`src/rtl/cc_speed_ticker.sv`:
```
// cc_speed_ticker: level-driven gravity tick generator.
// Owns the period counter and derives the tick period from the applied level.
// Supports pause, restart and a soft-drop (fast) cap on the period.
// The tick is active-low and lasts exactly one cycle.
module cc_speed_ticker #(
  parameter int DATAWIDTH   = 23,
  parameter int LEVELWIDTH  = 2,
  parameter int BASE_PERIOD = 8388607,
  parameter int STEP_PERIOD = 2097152,
  parameter int MIN_PERIOD  = 1048576,
  parameter int FAST_PERIOD = 524288
) (
  input  logic                  CC_SPEEDTICKER_CLOCK_50,
  input  logic                  CC_SPEEDTICKER_RESET_InHigh,
  input  logic                  CC_SPEEDTICKER_enable_InHigh,
  input  logic                  CC_SPEEDTICKER_restart_InHigh,
  input  logic                  CC_SPEEDTICKER_fast_InHigh,
  input  logic [LEVELWIDTH-1:0] CC_SPEEDTICKER_level_InBUS,
  output logic                  CC_SPEEDTICKER_T0_OutLow,
  output logic [LEVELWIDTH-1:0] CC_SPEEDTICKER_level_OutBUS,
  output logic [DATAWIDTH-1:0]  CC_SPEEDTICKER_count_OutBUS,
  output logic                  CC_SPEEDTICKER_running_OutHigh
);

  // Period arithmetic width: room for the level product plus a sign bit.
  localparam int PW = DATAWIDTH + LEVELWIDTH + 1;
  localparam longint PERIOD_LIMIT = longint'(1) << DATAWIDTH;

  localparam logic signed [PW-1:0] BASE_S = PW'(BASE_PERIOD);
  localparam logic signed [PW-1:0] STEP_S = PW'(STEP_PERIOD);
  localparam logic signed [PW-1:0] MIN_S  = PW'(MIN_PERIOD);
  localparam logic [DATAWIDTH-1:0] MIN_U  = DATAWIDTH'(MIN_PERIOD);
  localparam logic [DATAWIDTH-1:0] FAST_U = DATAWIDTH'(FAST_PERIOD);

  // Every period must be at least 2 cycles and fit in the counter.
  if (BASE_PERIOD < 2 || longint'(BASE_PERIOD) >= PERIOD_LIMIT ||
      MIN_PERIOD  < 2 || longint'(MIN_PERIOD)  >= PERIOD_LIMIT ||
      FAST_PERIOD < 2 || longint'(FAST_PERIOD) >= PERIOD_LIMIT ||
      STEP_PERIOD < 0 || longint'(STEP_PERIOD) >= PERIOD_LIMIT) begin : gBadPeriod
    $error("cc_speed_ticker: period parameters out of range");
  end

  typedef enum logic [1:0] {
    IDLE  = 2'd0,
    RUN   = 2'd1,
    PAUSE = 2'd2
  } tickerState_t;

  tickerState_t            state_p0, stateNext;
  logic [DATAWIDTH-1:0]    count_p0, countNext;
  logic [LEVELWIDTH-1:0]   level_p0, levelNext;
  logic                    t0_p0, t0Next;
  logic                    running_p0;

  logic signed [PW-1:0]    levelS;
  logic signed [PW-1:0]    rawPeriod;
  logic [DATAWIDTH-1:0]    levelPeriod;
  logic [DATAWIDTH-1:0]    activePeriod;
  logic                    terminal;

  // Clamp the level-derived period to the floor; negative results land here too.
  function automatic logic [DATAWIDTH-1:0] floorPeriod(input logic signed [PW-1:0] raw);
    if (raw < MIN_S) floorPeriod = MIN_U;
    else             floorPeriod = raw[DATAWIDTH-1:0];
  endfunction

  // Soft-drop caps the period but never lengthens an already short one.
  function automatic logic [DATAWIDTH-1:0] capPeriod(input logic [DATAWIDTH-1:0] p,
                                                     input logic fast);
    if (fast && (p > FAST_U)) capPeriod = FAST_U;
    else                      capPeriod = p;
  endfunction

  // Period derivation from the applied level (never the requested one).
  always_comb begin
    levelS       = $signed(PW'(level_p0));
    rawPeriod    = BASE_S - (levelS * STEP_S);
    levelPeriod  = floorPeriod(rawPeriod);
    activePeriod = capPeriod(levelPeriod, CC_SPEEDTICKER_fast_InHigh);
    // >= so that a freshly applied shorter cap fires on the next edge.
    terminal     = (count_p0 >= (activePeriod - DATAWIDTH'(1)));
  end

  // Next-state and next-output logic; restart outranks every state action.
  always_comb begin
    stateNext = state_p0;
    countNext = count_p0;
    levelNext = level_p0;
    t0Next    = 1'b1;
    if (CC_SPEEDTICKER_restart_InHigh) begin
      countNext = '0;
      levelNext = CC_SPEEDTICKER_level_InBUS;
      stateNext = CC_SPEEDTICKER_enable_InHigh ? RUN : IDLE;
    end else begin
      unique case (state_p0)
        IDLE: begin
          countNext = '0;
          levelNext = CC_SPEEDTICKER_level_InBUS;
          if (CC_SPEEDTICKER_enable_InHigh) stateNext = RUN;
        end
        RUN: begin
          if (!CC_SPEEDTICKER_enable_InHigh) begin
            stateNext = PAUSE;
          end else if (terminal) begin
            countNext = '0;
            t0Next    = 1'b0;
            levelNext = CC_SPEEDTICKER_level_InBUS;
          end else begin
            countNext = count_p0 + DATAWIDTH'(1);
          end
        end
        PAUSE: begin
          if (CC_SPEEDTICKER_enable_InHigh) stateNext = RUN;
        end
        default: stateNext = IDLE;
      endcase
    end
  end

  // State and registered outputs.
  always_ff @(posedge CC_SPEEDTICKER_CLOCK_50) begin
    if (CC_SPEEDTICKER_RESET_InHigh) begin
      state_p0   <= IDLE;
      count_p0   <= '0;
      level_p0   <= '0;
      t0_p0      <= 1'b1;
      running_p0 <= 1'b0;
    end else begin
      state_p0   <= stateNext;
      count_p0   <= countNext;
      level_p0   <= levelNext;
      t0_p0      <= t0Next;
      running_p0 <= (stateNext == RUN);
    end
  end

  assign CC_SPEEDTICKER_T0_OutLow       = t0_p0;
  assign CC_SPEEDTICKER_level_OutBUS    = level_p0;
  assign CC_SPEEDTICKER_count_OutBUS    = count_p0;
  assign CC_SPEEDTICKER_running_OutHigh = running_p0;

endmodule

```
`config.mk`:
```
export PLATFORM = sky130hd
export DESIGN_NAME = cc_speed_ticker
export DESIGN_NICKNAME = d
export VERILOG_FILES = /design/src/rtl/cc_speed_ticker.sv
export SDC_FILE = /design/constraint.sdc
export NUM_CORES = 1
export LEC_CHECK = 0
export CELL_PAD_IN_SITES_DETAIL_PLACEMENT = 0
export CELL_PAD_IN_SITES_GLOBAL_PLACEMENT = 1
export CORE_MARGIN = 5
export CORE_UTILIZATION = 38
export DETAILED_ROUTE_END_ITERATION = 12
export GPL_TIMING_DRIVEN = 1
export PLACE_DENSITY = 0.79
export SYNTH_ARGS = -nofsm -noshare
export SYNTH_HDL_FRONTEND = slang
export SYNTH_SLANG_ARGS = --single-unit
```
`constraint.sdc`:
```
create_clock -name CC_SPEEDTICKER_CLOCK_50 -period 3.1 [get_ports CC_SPEEDTICKER_CLOCK_50]
set_clock_uncertainty 0.1 [all_clocks]
set_input_delay 0.93 -clock CC_SPEEDTICKER_CLOCK_50 [delete_from_list [all_inputs] [get_ports CC_SPEEDTICKER_CLOCK_50]]
set_output_delay 0.93 -clock CC_SPEEDTICKER_CLOCK_50 [all_outputs]
set_load 0.02 [all_outputs]
```
==> metrics <==
# hold bufs at CTS=0; final period utilization=92.3%; clk slew on worst S/H paths=0.07 ns; port bufs=33; H-tree level count=2; CTS sink cnt=29; M2 GR Usage=21.2%; met3 GRT Util=4.02%; GRT Max-Usage Layer=met2; net count after synthesis=a little over 200; CP startpoint kind=input pin; DRT Pass-1 Iters=4; P_sw=0.171 mW; maximum VDD drop=0.000131 V; slowest CP cell=a2111oi_4; worst-path fanout max=4; RSZ-0062 raised after global routing=no; number of synthesized register bits=29; Mean Syn Cell Area=8.68 µm²; vias per cell=5.39; critical path class=in2reg; Placed Instance Area=0.00214 mm²; post-synthesis sequential area ratio=34.5%; top cell type's share of synthesized area=34.5%; combinational fraction of design power=7.9%; number of I/O pins=34; total die area=between 0.005 and 0.006 mm²; EDFF count, synth=0; post-CTS sizing=0; fin crit period=2.86 ns; Internal Power=0.582 mW; Hold Path Class=reg2reg; status=finished clean; Final Slew Violations=0; Final nets=253; Site Rows=24; post-route cell area=0.00224 mm²; DRT antenna net count=0; setup bufs post-CTS=0; initial antenna violation count=0; Static Leak=0.780 nW; worst path required time=3.17 ns; post-route DRC violation count=0; Antenna diodes=0; initial drt markers=81; Fin. Hold Viols=0; worst path cell trace=dlymetal6s2s_1, or2_2, ha_1, nand4_1, a2111oi_4, buf_4, a211oi_2, clkdlybuf4s15_2, nand3b_1, a31oi_1; Filler cells=439; drt total wl=4.01 mm; Wirelength per Cell=13.7 µm; root buf cell=clkbuf_8; CP endpoint kind=flip-flop; post-synthesis cell area=0.00168 mm²; slew margin rel.=53.7%; library cells used by synthesis=48; Pwr Total=0.753 mW; Syn Inst Count=between 150 and 200; Core ar.=0.00432 mm²; Yosys warnings=0; layout cell share with drive strength beyond 1=12.9%; Core Util, Final=51.8%; chip height=about 77 µm; TritonCTS clock tree=done; number of setup violations in the final report=0; worst-case clock buffer depth=2; sw frac=22.7%; vias in the first global route=between 1500 and 2000; remaining global-route overflow=0; largest net degree at the start of global routing=12; area delta synth->final=33.1%; GP Congestion=between 0.7 and 0.8; sequential share of power=50.5%; Clk pwr share=41.6%; Tot GR Track Use=approximately 14%; via total after detailed routing=between 1500 and 2000; number of max-cap violations=0; CTS buffer count=5; Synth area leader=dfxtp_1; power density over cell area=approximately 340 mW/mm²; fmax=0.350 GHz; met1 Usage GRT=a little under a fifth; crit-path max cell delay=0.43 ns; WP data arrival=~2.9 ns; global-route wire length before repair=just under 7 mm; Synth area leaders=dfxtp_1, a21oi_1, ha_1, nand2_1, a31oi_1; Initial Util=between 30 and 40%; Main synth FF type=dfxtp_1; Worst-Margin Slew=0.687 ns; post-DP HPWL=2.95 mm; Clock Latency Late Sink=around 0.28 ns; DIE WIDTH=76.6 µm; fraction of registers with async set/reset=0%
## layout make-up
class                      count  area [µm²]  share of cell area, %
clock buffer                   7        86.3                   3.85
sequential                    29         581                   25.9
inverter                      11        41.3                   1.84
tap                           52        65.1                   2.90
timing repair buffer          45         452                   20.2
multi-input combinational    148        1020                   45.3
## worst max-delay path: cells and delay by family
| family | cells | cell delay [ns] |
|---|---|---|
| adders and majority gates | 1 | 0.29 |
| AOI/OAI and AO/OA | 3 | 0.59 |
| and+or+nand+nor | 3 | 0.52 |
| buffers and inverters | 3 | 0.60 |
## kinds of logic (layout without fill, tap and decap cells)
| logic type | count (synthesis) | after routing | share of synthesized area (%) |
|---|---|---|---|
| buf+inv | 17 | 63 | 5.20 |
| xor+xnor | 4 | 4 | 2.08 |
| compound gates | 54 | 54 | 22.8 |
| fa+ha+maj | 6 | 6 | 4.46 |
| flops | 29 | 29 | 34.5 |
| simple gates | 81 | 81 | 29.2 |
| mux | 3 | 3 | 1.78 |
## worst paths after layout
| check | start | to | slack, ns | depth (start not counted) |
|---|---|---|---|---|
| worst max-delay path | CC_SPEEDTICKER_fast_InHigh | CC_SPEEDTICKER_count_OutBUS[5] | 0.24 | 10 |
| worst min-delay path | CC_SPEEDTICKER_count_OutBUS[17] | CC_SPEEDTICKER_count_OutBUS[17] | 0.40 | 2 |
| worst max register to register | CC_SPEEDTICKER_level_OutBUS[0] | CC_SPEEDTICKER_count_OutBUS[5] | 0.68 | 9 |
| worst min register to register | CC_SPEEDTICKER_count_OutBUS[17] | CC_SPEEDTICKER_count_OutBUS[17] | 0.40 | 2 |
## through the flow
stage	std cells	hold slack [ns]	worst slack, ns	TNS [ns]
after global placement	284	0.389	-0.164	-2.54
after CTS	291	0.399	0.0958	0
after global routing	292	0.435	0.0734	0
final	292	0.396	0.239	0
after floorplan	194	0.448	0.382	0
after detailed placement	284	0.383	-0.199	-3.76
## Yosys cell counts (4+ instances only)
master and count:
o21ai_0 7, dfxtp_1 29, nand2b_1 5, nand2_1 18, nand4_1 7, nor3_1 4
ha_1 6, nor2_1 9, nand3_1 9, inv_1 11, a31oi_1 9, nand3b_1 6
a21oi_1 15
## cells in the final DEF (no fill, tap or decap), drive strengths merged, types with 3 or more instances in the layout
master / instances
clkdlybuf4s50: 32
dfxtp: 29
nand2: 18
a21oi: 16
inv: 11
buf: 11
o21ai: 10
nor2: 9
nand3: 9
a31oi: 9
nand4: 9
clkbuf: 7
nand3b: 6
ha: 6
nand2b: 5
nor3: 5
or2: 5
a211oi: 5
nor4: 4
xnor2: 3
mux2i: 3
and3: 3
and2: 3
## power groups by stage
stage / clock network [mW] / logic, mW / registers (mW)
after floorplan: 0 / 0.0310 / 0.390
after global placement: 0 / 0.0577 / 0.389
after detailed placement: 0 / 0.0583 / 0.389
after CTS: 0.322 / 0.0584 / 0.380
after global routing: 0.335 / 0.0652 / 0.381
final: 0.313 / 0.0591 / 0.380
## sequential cells by signal, summed over array words and instances, names as in the netlist
register and count:
CC_SPEEDTICKER_T0_OutLow 1, CC_SPEEDTICKER_count_OutBUS 23, CC_SPEEDTICKER_level_OutBUS 2, CC_SPEEDTICKER_running_OutHigh 1
state_p0 2
## metal layers
metal | share of wire (%) | wire [µm]
met1 | 49 | 1970
met2 | 46 | 1830
met3 | 3.4 | 138
met4 | 1.6 | 66
met5 | 0 | 0
Power figures use the tool's default switching activity.
